--- src/rtl/nand_seq_pkg.sv ---
// Shared definitions for the NAND op sequencer: opcodes, micro-op operand/destination
// encodings, per-op step counts and the micro-program ROM.
package nand_seq_pkg;

    localparam logic [2:0] OP_NOT  = 3'd0;
    localparam logic [2:0] OP_AND  = 3'd1;
    localparam logic [2:0] OP_OR   = 3'd2;
    localparam logic [2:0] OP_NOR  = 3'd3;
    localparam logic [2:0] OP_XOR  = 3'd4;
    localparam logic [2:0] OP_XNOR = 3'd5;

    typedef enum logic [1:0] {StIdle, StExec, StErr} state_e;

    typedef enum logic [2:0] {SelA, SelB, SelS0, SelS1, SelS2} sel_e;

    typedef enum logic [1:0] {DstS0, DstS1, DstS2, DstY} dst_e;

    typedef struct packed {
        sel_e selx;
        sel_e sely;
        dst_e dst;
        logic last;
    } uop_t;

    // Number of NAND steps (and cycles of latency) for each legal op.
    function automatic logic [2:0] op_steps(input logic [2:0] op);
        case (op)
            OP_NOT:  return 3'd1;
            OP_AND:  return 3'd2;
            OP_OR:   return 3'd3;
            OP_NOR:  return 3'd4;
            OP_XOR:  return 3'd4;
            OP_XNOR: return 3'd5;
            default: return 3'd1;
        endcase
    endfunction

    function automatic uop_t mk_uop(input sel_e x, input sel_e y, input dst_e d);
        return '{selx: x, sely: y, dst: d, last: 1'b0};
    endfunction

    // Micro-program ROM: {op, step} -> operand selects and destination.
    function automatic uop_t uop_rom(input logic [2:0] op, input logic [2:0] step);
        uop_t u;
        case ({op, step})
            {OP_NOT,  3'd0}: u = mk_uop(SelA,  SelA,  DstY);
            {OP_AND,  3'd0}: u = mk_uop(SelA,  SelB,  DstS0);
            {OP_AND,  3'd1}: u = mk_uop(SelS0, SelS0, DstY);
            {OP_OR,   3'd0}: u = mk_uop(SelA,  SelA,  DstS0);
            {OP_OR,   3'd1}: u = mk_uop(SelB,  SelB,  DstS1);
            {OP_OR,   3'd2}: u = mk_uop(SelS0, SelS1, DstY);
            {OP_NOR,  3'd0}: u = mk_uop(SelA,  SelA,  DstS0);
            {OP_NOR,  3'd1}: u = mk_uop(SelB,  SelB,  DstS1);
            {OP_NOR,  3'd2}: u = mk_uop(SelS0, SelS1, DstS2);
            {OP_NOR,  3'd3}: u = mk_uop(SelS2, SelS2, DstY);
            {OP_XOR,  3'd0}: u = mk_uop(SelA,  SelB,  DstS0);
            {OP_XOR,  3'd1}: u = mk_uop(SelS0, SelA,  DstS1);
            {OP_XOR,  3'd2}: u = mk_uop(SelS0, SelB,  DstS2);
            {OP_XOR,  3'd3}: u = mk_uop(SelS1, SelS2, DstY);
            {OP_XNOR, 3'd0}: u = mk_uop(SelA,  SelB,  DstS0);
            {OP_XNOR, 3'd1}: u = mk_uop(SelS0, SelA,  DstS1);
            {OP_XNOR, 3'd2}: u = mk_uop(SelS0, SelB,  DstS2);
            {OP_XNOR, 3'd3}: u = mk_uop(SelS1, SelS2, DstS0);
            {OP_XNOR, 3'd4}: u = mk_uop(SelS0, SelS0, DstY);
            default:         u = mk_uop(SelA,  SelA,  DstY);
        endcase
        u.last = (step == op_steps(op) - 3'd1);
        return u;
    endfunction

endpackage

--- src/rtl/nand_op_sequencer_if.sv ---
// Requester-side bundle of the NAND op sequencer.
//   start/op/a/b : request (requester drives)
//   busy/done/err/y/nand_cnt : status and result (sequencer drives)
interface nand_op_sequencer_if #(
    parameter int unsigned WIDTH = 4,
    parameter int unsigned CNT_W = 16
);
    logic             start;
    logic [2:0]       op;
    logic [WIDTH-1:0] a;
    logic [WIDTH-1:0] b;
    logic             busy;
    logic             done;
    logic             err;
    logic [WIDTH-1:0] y;
    logic [CNT_W-1:0] nand_cnt;

    modport master (
        output start, op, a, b,
        input  busy, done, err, y, nand_cnt
    );

    modport slave (
        input  start, op, a, b,
        output busy, done, err, y, nand_cnt
    );
endinterface

--- src/rtl/nand_unit.sv ---
// Shared WIDTH-bit bitwise NAND stage (combinational).
//   x, y : operands
//   z    : ~(x & y)
module nand_unit #(
    parameter int unsigned WIDTH = 4
) (
    input  logic [WIDTH-1:0] x,
    input  logic [WIDTH-1:0] y,
    output logic [WIDTH-1:0] z
);
    assign z = ~(x & y);
endmodule

--- src/rtl/nand_op_sequencer.sv ---
// Evaluates NOT/AND/OR/NOR/XOR/XNOR by stepping one NAND unit through a per-op
// micro-program, keeping intermediates in three scratch registers.
//   clk : rising-edge clock
//   rst : synchronous active-high reset
//   bus : slave side of nand_op_sequencer_if (start/op/a/b in; busy/done/err/y/nand_cnt out)
// WIDTH and CNT_W must match the parameters of the connected interface.
module nand_op_sequencer
    import nand_seq_pkg::*;
#(
    parameter int unsigned WIDTH = 4,
    parameter int unsigned CNT_W = 16
) (
    input logic                clk,
    input logic                rst,
    nand_op_sequencer_if.slave bus
);
    localparam logic [CNT_W-1:0] CntOne = {{(CNT_W-1){1'b0}}, 1'b1};

    state_e           state_q, state_d;
    logic [2:0]       step_q, step_d;
    logic [2:0]       op_q, op_d;
    logic [WIDTH-1:0] a_q, a_d, b_q, b_d;
    logic [WIDTH-1:0] s0_q, s0_d, s1_q, s1_d, s2_q, s2_d;
    logic [WIDTH-1:0] y_q, y_d;
    logic [CNT_W-1:0] cnt_q, cnt_d;
    logic             done_q, done_d, err_q, err_d;

    uop_t             uop;
    logic [WIDTH-1:0] opx, opy, nz;

    function automatic logic [WIDTH-1:0] pick(input sel_e s, input logic [WIDTH-1:0] av,
                                              input logic [WIDTH-1:0] bv,
                                              input logic [WIDTH-1:0] r0,
                                              input logic [WIDTH-1:0] r1,
                                              input logic [WIDTH-1:0] r2);
        case (s)
            SelA:    return av;
            SelB:    return bv;
            SelS0:   return r0;
            SelS1:   return r1;
            SelS2:   return r2;
            default: return av;
        endcase
    endfunction

    always_comb begin
        uop = uop_rom(op_q, step_q);
        opx = pick(uop.selx, a_q, b_q, s0_q, s1_q, s2_q);
        opy = pick(uop.sely, a_q, b_q, s0_q, s1_q, s2_q);
    end

    nand_unit #(.WIDTH(WIDTH)) u_nand (
        .x (opx),
        .y (opy),
        .z (nz)
    );

    always_comb begin
        state_d = state_q;
        step_d  = step_q;
        op_d    = op_q;
        a_d     = a_q;
        b_d     = b_q;
        s0_d    = s0_q;
        s1_d    = s1_q;
        s2_d    = s2_q;
        y_d     = y_q;
        cnt_d   = cnt_q;
        done_d  = 1'b0;
        err_d   = 1'b0;
        unique case (state_q)
            StIdle: begin
                // start is only looked at here, so requests while busy are dropped.
                if (bus.start) begin
                    if (bus.op <= OP_XNOR) begin
                        state_d = StExec;
                        op_d    = bus.op;
                        a_d     = bus.a;
                        b_d     = bus.b;
                        step_d  = 3'd0;
                    end else begin
                        state_d = StErr;
                    end
                end
            end
            StExec: begin
                unique case (uop.dst)
                    DstS0: s0_d = nz;
                    DstS1: s1_d = nz;
                    DstS2: s2_d = nz;
                    DstY:  y_d  = nz;
                endcase
                step_d = step_q + 3'd1;
                if (cnt_q != '1) begin
                    cnt_d = cnt_q + CntOne;
                end
                if (uop.last) begin
                    state_d = StIdle;
                    done_d  = 1'b1;
                end
            end
            StErr: begin
                state_d = StIdle;
                done_d  = 1'b1;
                err_d   = 1'b1;
            end
            default: state_d = StIdle;
        endcase
    end

    always_ff @(posedge clk) begin
        if (rst) begin
            state_q <= StIdle;
            step_q  <= 3'd0;
            op_q    <= 3'd0;
            a_q     <= '0;
            b_q     <= '0;
            s0_q    <= '0;
            s1_q    <= '0;
            s2_q    <= '0;
            y_q     <= '0;
            cnt_q   <= '0;
            done_q  <= 1'b0;
            err_q   <= 1'b0;
        end else begin
            state_q <= state_d;
            step_q  <= step_d;
            op_q    <= op_d;
            a_q     <= a_d;
            b_q     <= b_d;
            s0_q    <= s0_d;
            s1_q    <= s1_d;
            s2_q    <= s2_d;
            y_q     <= y_d;
            cnt_q   <= cnt_d;
            done_q  <= done_d;
            err_q   <= err_d;
        end
    end

    assign bus.busy     = (state_q != StIdle);
    assign bus.done     = done_q;
    assign bus.err      = err_q;
    assign bus.y        = y_q;
    assign bus.nand_cnt = cnt_q;

endmodule

--- src/flat_wrapper.sv ---
// flat-port wrapper written by rule: the top's interface ports become plain ports
module nand_op_sequencer_flat import nand_seq_pkg::*;
#(
    parameter int unsigned WIDTH = 4,
    parameter int unsigned CNT_W = 16
)
  (clk, rst, bus_start, bus_op, bus_a, bus_b, bus_busy, bus_done, bus_err, bus_y, bus_nand_cnt);
  nand_op_sequencer_if #(.WIDTH(WIDTH), .CNT_W(CNT_W)) bus_i ();
  input logic clk;
  input logic rst;
  input wire logic [$bits(bus_i.start)-1:0] bus_start;
  input wire logic [$bits(bus_i.op)-1:0] bus_op;
  input wire logic [$bits(bus_i.a)-1:0] bus_a;
  input wire logic [$bits(bus_i.b)-1:0] bus_b;
  output wire logic [$bits(bus_i.busy)-1:0] bus_busy;
  output wire logic [$bits(bus_i.done)-1:0] bus_done;
  output wire logic [$bits(bus_i.err)-1:0] bus_err;
  output wire logic [$bits(bus_i.y)-1:0] bus_y;
  output wire logic [$bits(bus_i.nand_cnt)-1:0] bus_nand_cnt;
  assign bus_i.start = bus_start;
  assign bus_i.op = bus_op;
  assign bus_i.a = bus_a;
  assign bus_i.b = bus_b;
  assign bus_busy = bus_i.busy;
  assign bus_done = bus_i.done;
  assign bus_err = bus_i.err;
  assign bus_y = bus_i.y;
  assign bus_nand_cnt = bus_i.nand_cnt;
  nand_op_sequencer #(.WIDTH(WIDTH), .CNT_W(CNT_W)) u_core (.clk(clk), .rst(rst), .bus(bus_i));
endmodule
--- config.mk ---
export PLATFORM = sky130hd
export DESIGN_NAME = nand_op_sequencer_flat
export DESIGN_NICKNAME = d
export VERILOG_FILES = /design/src/rtl/nand_seq_pkg.sv /design/src/rtl/nand_op_sequencer_if.sv /design/src/rtl/nand_unit.sv /design/src/rtl/nand_op_sequencer.sv /design/src/flat_wrapper.sv
export SDC_FILE = /design/constraint.sdc
export NUM_CORES = 1
export LEC_CHECK = 0
export ABC_AREA = 1
export BUFFER_PORTS_ARGS = -buffer_cell sky130_fd_sc_hd__buf_2
export CAP_MARGIN = 10
export CORE_UTILIZATION = 40
export CTS_CLUSTER_SIZE = 30
export DETAILED_ROUTE_END_ITERATION = 16
export GPL_TIMING_DRIVEN = 0
export PLACE_DENSITY = 0.65
export RECOVER_POWER = 25
export SYNTH_ARGS = -nofsm -noshare
export SYNTH_HDL_FRONTEND = slang
export SYNTH_HIERARCHICAL = 1
export SYNTH_SLANG_ARGS = --single-unit
--- constraint.sdc ---
create_clock -name clk -period 1.86 [get_ports clk]
set_input_delay 0.186 -clock clk [delete_from_list [all_inputs] [get_ports clk]]
set_output_delay 0.186 -clock clk [all_outputs]
set_load 0.02 [all_outputs]
# ---- After elaboration in Yosys (flattened, before gate mapping)
# Memory sizes are Yosys's and may differ from the RTL's.
# Index checks and enable logic that the tools add are counted.
dict set report word_totals {
  register_bits 50
  romBits 512
  in_bits 14
  output_inout_bits 23
  elab_cells 68
  memories 1
}
# memory depth width rd rd_clocked_by_memory_dff write_ports line
set mem_list {}
lappend mem_list {{(name not given)} 64 8 1 0 0 nand_seq_pkg.sv:45} ;# case ({op, step})
dict set report op_classes {
  add_sub_neg 3
  magnitude_cmp 1
  eq_ne 23
  n_mux 13
  n_bitwise 2
  reduce_logical 13
}
# cell n
set ops {}
lappend ops {{4-bit one-hot mux with 4 select lines} 2}
lappend ops {{3-bit by 2-bit == test with 1-bit output, second input constant} 6}
lappend ops {{16-bit by 1-bit adder with 16-bit output, second input constant} 1}
lappend ops {{16-bit inequality test, second input constant} 1}
lappend ops {{3-bit == test, second input constant} 4}
lappend ops {{3-bit one-hot mux with 4 select lines} 1}
lappend ops {{2-bit AND reduction} 6}
lappend ops {{3-bit by 1-bit == test with 1-bit output, second input constant} 3}
lappend ops {{2-bit == test, second input constant} 3}
lappend ops {{2-bit 2-to-1 mux} 3}
lappend ops {{3-bit 2-to-1 mux} 2}
lappend ops {{3-bit one-hot mux with 2 select lines} 1}
lappend ops {{3-bit AND reduction} 2}
lappend ops {{4-bit AND} 1}
lappend ops {{2-bit by 1-bit == test with 1-bit output, second input constant} 2}
lappend ops {{2-bit logical NOT} 2}
lappend ops {{2-bit by 1-bit inequality test with 1-bit output, second input constant} 2}
lappend ops {{4-bit NOT} 1}
lappend ops {{2-bit one-hot mux with 2 select lines} 1}
lappend ops {{2-bit nonzero test} 2}
lappend ops {{3-bit by 1-bit adder with 3-bit output, second input constant} 1}
lappend ops {{3-bit == test} 1}
lappend ops {{3-bit <= comparator, second input constant} 1}
lappend ops {{3-bit by 1-bit subtractor with 3-bit output, second input constant} 1}
lappend ops {{other kinds (4)} 5}

# ---- Logic depth before layout (Yosys ltp)
dict set report logic_depth {
  ltp_word 7
  mapped_depth 17
  depth_no_buf 17
}

# ---- Cells and area by module
# Netlist, hierarchy kept.
# module instances cells_per_inst area_each_um2 seq_area_each_um2
set modules_own_cells {}
lappend modules_own_cells {nand_op_sequencer 1 490 3170.5 1001.0}
lappend modules_own_cells {nand_unit 1 4 15.0 0.0}

# ---- Worst setup path after synthesis
# No wires, ideal clock.
dict set report synth_timing {
  path_type {register to register}
  start {register u_core.step_q[0]}
  end {register u_core.s0_q[0]}
  setup_time_ns 0.118
  t_arrival_ns 1.817
  required_time_ns 1.742
  path_slack_ns -0.075
  path_stages_with_launch 13
  n_path_buf 0
  synth_period_minus_slack_ns 1.935
  path_cell_list {dfxtp_1 > inv_1 > ha_1 > nand2_1 > o21ai_2 > o21ai_2 > inv_2 > nand2_1 > nand4_1 > nand2_1 > nand2_1 > nor3_1 > nor2_1}
}
dict set report synth_via {
  elab_chain_cells 5
  word_cells_on_any_way 15
  classes_between {eq/ne (8); mux (2); bitwise (2); reduce/logical (2); memory (1)}
}
# item line
set synth_lines {}
lappend synth_lines {{from (decl)} nand_op_sequencer.sv:20} ;# logic [2:0] step_q, step_d;
lappend synth_lines {{from (signal assigned)} nand_op_sequencer.sv:127} ;# step_q <= step_d;
lappend synth_lines {{memory 64 x 8 bit *} n/a}
lappend synth_lines {{3-bit == test (tied with other cells)} nand_op_sequencer.sv:36} ;# case (s)
lappend synth_lines {{4-bit one-hot mux with 4 select lines *} nand_op_sequencer.sv:36}
lappend synth_lines {{via u_core.opx[0]} nand_op_sequencer.sv:29} ;# logic [WIDTH-1:0] opx, opy, nz;
lappend synth_lines {{4-bit AND *} nand_unit.sv:11} ;# assign z = ~(x & y);
lappend synth_lines {{4-bit NOT *} nand_unit.sv:11}
lappend synth_lines {{via u_core.nz[0]} nand_op_sequencer.sv:29}
lappend synth_lines {{to (signal assigned)} nand_op_sequencer.sv:118} ;# s0_q <= '0;
lappend synth_lines {{to (signal assigned)} nand_op_sequencer.sv:131} ;# s0_q <= s0_d;
lappend synth_lines {{to (decl)} nand_op_sequencer.sv:23} ;# logic [WIDTH-1:0] s0_q, s0_d, s1_q, s1_d, s2_q, s2_d;
# The timed path passes the listed nets; every way through them passes the cells marked *.
# A chain may end at the register's enable or synchronous reset.

# ---- Worst setup path in the final report
dict set report layout_timing {
  start {register u_core.step_q[1]}
  end {register u_core.y_q[0], in the netlist u_core/bus.y[0]}
}
dict set report layout_via {
  elab_chain_cells 5
  word_cells_on_any_way 15
  classes_between {eq/ne (9); mux (2); bitwise (2); reduce/logical (1); memory (1)}
}
# item line
set layout_lines {}
lappend layout_lines {{memory 64 x 8 bit *} n/a}
lappend layout_lines {{3-bit == test (tied with other cells)} nand_op_sequencer.sv:36}
lappend layout_lines {{4-bit one-hot mux with 4 select lines *} nand_op_sequencer.sv:36}
lappend layout_lines {{via u_core.opx[0]} nand_op_sequencer.sv:29}
lappend layout_lines {{4-bit AND *} nand_unit.sv:11}
lappend layout_lines {{4-bit NOT *} nand_unit.sv:11}
lappend layout_lines {{via u_core.nz[0]} nand_op_sequencer.sv:29}
lappend layout_lines {{to (signal assigned)} nand_op_sequencer.sv:134} ;# y_q <= y_d;
lappend layout_lines {{to (decl)} nand_op_sequencer.sv:24} ;# logic [WIDTH-1:0] y_q, y_d;
# Marked as above.

==> Flow_metrics.wiki <==
{| class="wikitable"
! Metric !! Value
|-
| Outcome || finished, violations left
|-
| Failing checks || setup timing
|-
| Most used flip-flop cell after synthesis || dfxtp_1
|-
| Async set-or-reset flop fraction in the synthesized netlist || 0
|-
| Wire length of the first global-routing pass || 14,400 um
|-
| Power density over the cells || 692 mW/mm2
|-
| Sequential cell area || 0.00101 mm2
|-
| Largest stage delay, worst path || 0.39 ns
|-
| Ant. Diodes || 0
|-
| Number of fillers in the final layout || 759
|-
| Layout cells sized above 1 || 0.307
|-
| GP Congestion || 0.955
|-
| Via count of the routed design || 3,431
|-
| Worst min-delay path class || in -> reg
|-
| Net count reported at finish || 581
|-
| Min cycle time layout || 2.00 ns
|-
| Count of flip-flops with a built-in enable after synthesis || 0
|-
| Flop and latch count out of synthesis || 50
|-
| Startpoint kind of the worst setup timing path || flip-flop
|-
| DPL Wire Length || 6260 um
|-
| Maximum fanout along the worst path || 7
|-
| Total core area || 0.00773 mm2
|-
| Multi-input logic area || 0.00226 mm2
|-
| Destination of the worst register-to-register timing path || u_core/bus.y[0]$_SDFFE_PP0P_
|-
| Count of final setup violators || 18
|-
| Post-detailed-route DRC marker count || 0
|-
| Number of cell instances on the worst register-to-register path || 16
|-
| Detailed Route Iter0 Violations || between 150 and 200
|-
| Number of maximum-capacitance violations || 0
|-
| Remaining antenna violation count after routing || 0
|-
| Total wire length after detailed routing || 9120 um
|-
| VDD IR max || a little under 300 uV
|-
| Net Count, Synth || 519
|-
| Residual overflow from global routing || 0
|-
| Initial antenna violation count || 0
|-
| Proportion of synthesized chip area in sequential cells || 0.314
|-
| Avg WL per Cell || about 14 um
|-
| CTS clock-pin slew for the worst setup and hold paths || approximately 0.11 ns
|-
| Number of library cell types mapped by synthesis || 28
|-
| Die height || 91.2 um
|-
| Post-CTS Hold Fix Bufs || 0
|-
| Synthesis Warnings || 6
|-
| Area of placed instances || 0.00350 mm2
|-
| Combined area of all synthesized cells || 0.00319 mm2
|-
| Final hold violations || 0
|-
| Part of the cycle the worst path needs || 1.07
|-
| Commonest non-fill, non-tap cell in the layout || nand2_1
|-
| Launch point of the worst reg-to-reg path || u_core/step_q[1]$_SDFFE_PP0P_
|-
| Critical Path Start || u_core/step_q[1]$_SDFFE_PP0P_
|-
| CP endpoint kind || flip-flop
|-
| Transition at the pin with the smallest max-transition slack || 0.710 ns
|-
| Depth of the CTS H-tree || 2
|-
| Setup slack of the most critical reg-to-reg path || -0.14 ns
|-
| Max-Slew Margin vs Limit || 0.527
|-
| Input/output buffers || 35
|-
| Leading cell types in the layout, fill and taps excluded || nand2_1, nor2_1, dfxtp_1
|-
| Cells after DPL || 631
|-
| Die Span X || 91.2 um
|-
| Number of pins exceeding their max-slew limit in the final report || 0
|-
| Post-layout instance count excluding filler cells || 659
|-
| Slowest-stage cell, CP || dfxtp_4
|-
| Global Route Usage Sum || 0.215
|-
| CP Cell Sequence || inv_6 -> ha_2 -> nand2_2 -> inv_2 -> nand2_1 -> nand3_2 -> o21ai_4 -> buf_12 -> buf_6 -> nand4_1 -> nand2_1 -> nor2_1 -> nand2_1 -> nand2_4 -> nand3_2 -> a21oi_1
|-
| Crit path required time || between 2 and 2.5 ns
|-
| Clock tree buffer depth || 2
|-
| CP endpoint || u_core/bus.y[0]$_SDFFE_PP0P_
|-
| Vias per cell || between 5 and 6
|-
| Final std cell area, no fill || 0.00414 mm2
|-
| TritonCTS clock tree || done
|-
| Number of instances in the synthesized netlist || around 500
|-
| Die area || 0.00832 mm2
|-
| Cell repeated most along the worst path || nand2_1
|-
| Via count of the first global-routing pass || 3,137
|-
| Cell at the root of the clock tree || clkbuf_8
|-
| Post-synthesis to final-layout area growth || 29.9%
|-
| Largest net degree at the start of global routing || 19
|-
| Starting density of the core || 0.412
|-
| Post-synthesis area per instance || 6.45 um2
|-
| Leakage component of the power || 0.00184 uW
|-
| Arrival time at the worst endpoint || 2.25 ns
|-
| Clock latency on the worst-skew pair || around 0.32 ns
|-
| Count of TritonRoute iterations in the first routing pass || 6
|-
| Number of CTS-inserted buffers || 5
|-
| Total Negative Setup Slacks || -1.49 ns
|-
| CTS Sinks || 50
|-
| Critical setup path kind || reg -> reg
|-
| Number of placed I/O pins || 37
|-
| Unrepaired setup endpoints after global routing || yes
|-
| Fmax || 500 MHz
|-
| Final worst setup slack || -0.138 ns
|-
| Number of core rows || 32
|-
| Clock Skew || 0.0139 ns
|}
==> sequential cells by signal, indices dropped and copies added, names as in the netlist <==
register,count
u_core/bus.done,1
u_core/s1_q,4
u_core/op_q,3
u_core/s2_q,4
u_core/step_q,3
u_core/bus.err,1
u_core/bus.nand_cnt,16
u_core/bus.y,4
u_core/a_q,4
u_core/state_q,2
u_core/b_q,4
u_core/s0_q,4
==> logic make-up after synthesis <==
family                     share of synthesized area
AOI/OAI and AO/OA                              0.102
buffers and inverters                         0.0821
xor gates and xnor gates                      0.0220
and+or+nand+nor                                0.437
DFF                                            0.314
adders and majority gates                     0.0432
==> cell usage after synthesis (6+ instances only) <==
cell type	n	share of area
nand2_2	11	0.022
inv_1	29	0.034
dfxtp_1	50	0.31
nand2_1	132	0.16
inv_2	11	0.013
a21oi_1	24	0.038
o21ai_0	29	0.046
nand3_1	42	0.066
nand4_1	18	0.035
ha_1	11	0.043
nor2_2	6	0.012
nor2_1	72	0.085
nor3_1	13	0.020
==> metrics by stage <==
stage,setup WS [ns],util,total power (uW),hold WS [ns]
after floorplan,0.00189,-,1790,0.321
after global placement,-0.324,0.453,1960,0.412
after detailed placement,-0.380,0.453,1980,0.418
after CTS,-0.113,0.514,2820,0.0882
after global routing,-0.256,0.536,3040,0.0991
final,-0.138,0.536,2860,0.0930
==> worst min-delay path by stage <==
stage | endpoint | startpoint | cells past startpoint
detailed placement | u_core/a_q[2]$_SDFFE_PP0P_ | bus_a[2] | 3
finish | u_core/a_q[2]$_SDFFE_PP0P_ | bus_a[2] | 3
global route | u_core/a_q[2]$_SDFFE_PP0P_ | bus_a[2] | 3
floorplan | u_core/a_q[0]$_SDFFE_PP0P_ | bus_a[0] | 2
CTS | u_core/a_q[2]$_SDFFE_PP0P_ | bus_a[2] | 3
global placement | u_core/a_q[0]$_SDFFE_PP0P_ | bus_a[0] | 3
==> metal layers <==
layer | track usage | share of wire | up-vias
li1 | - | - | 1731
met1 | 0.275 | 0.46 | 1596
met2 | 0.370 | 0.48 | 91
met3 | 0.0268 | 0.045 | 13
met4 | 0.0741 | 0.017 | 0
met5 | 0 | 0 | -
==> where the power goes <==
part,switching [uW],internal [uW],total (uW),leakage (uW)
sequential,61.6,1140,1200,0.000408
combinational,613,350,963,0.00138
clock,417,281,698,0.0000495
total,1090,1770,2860,0.00184
==> final cells by class <==
cell class	instances	area share
Multi-Input combinational cell	387	0.546
Sequential cell	50	0.244
Timing Repair Buffer	55	0.0868
Inverter	43	0.0444
Tap cell	102	0.0308
Buffer	14	0.0248
Clock buffer	5	0.0166
Clock inverter	3	0.00635
==> what timing repair did <==
| item | 4_1_cts | 5_1_grt |
|---|---|---|
| setup endpoints to repair | 18 | 44 |
| hold endpoints to repair | 0 | 0 |
| pin swaps | 42 | 30 |
| gates resized for setup | 65 | 40 |
| buffers inserted | 14 | 6 |
==> worst max-delay path, delay by kind of cell (launching register included) <==
family | cells | cell delay, ns
simple gates | 9 | 0.76
flops | 1 | 0.39
fa+ha+maj | 1 | 0.19
buf+inv | 4 | 0.41
compound gates | 2 | 0.20
(Power assumes the default switching activity.)
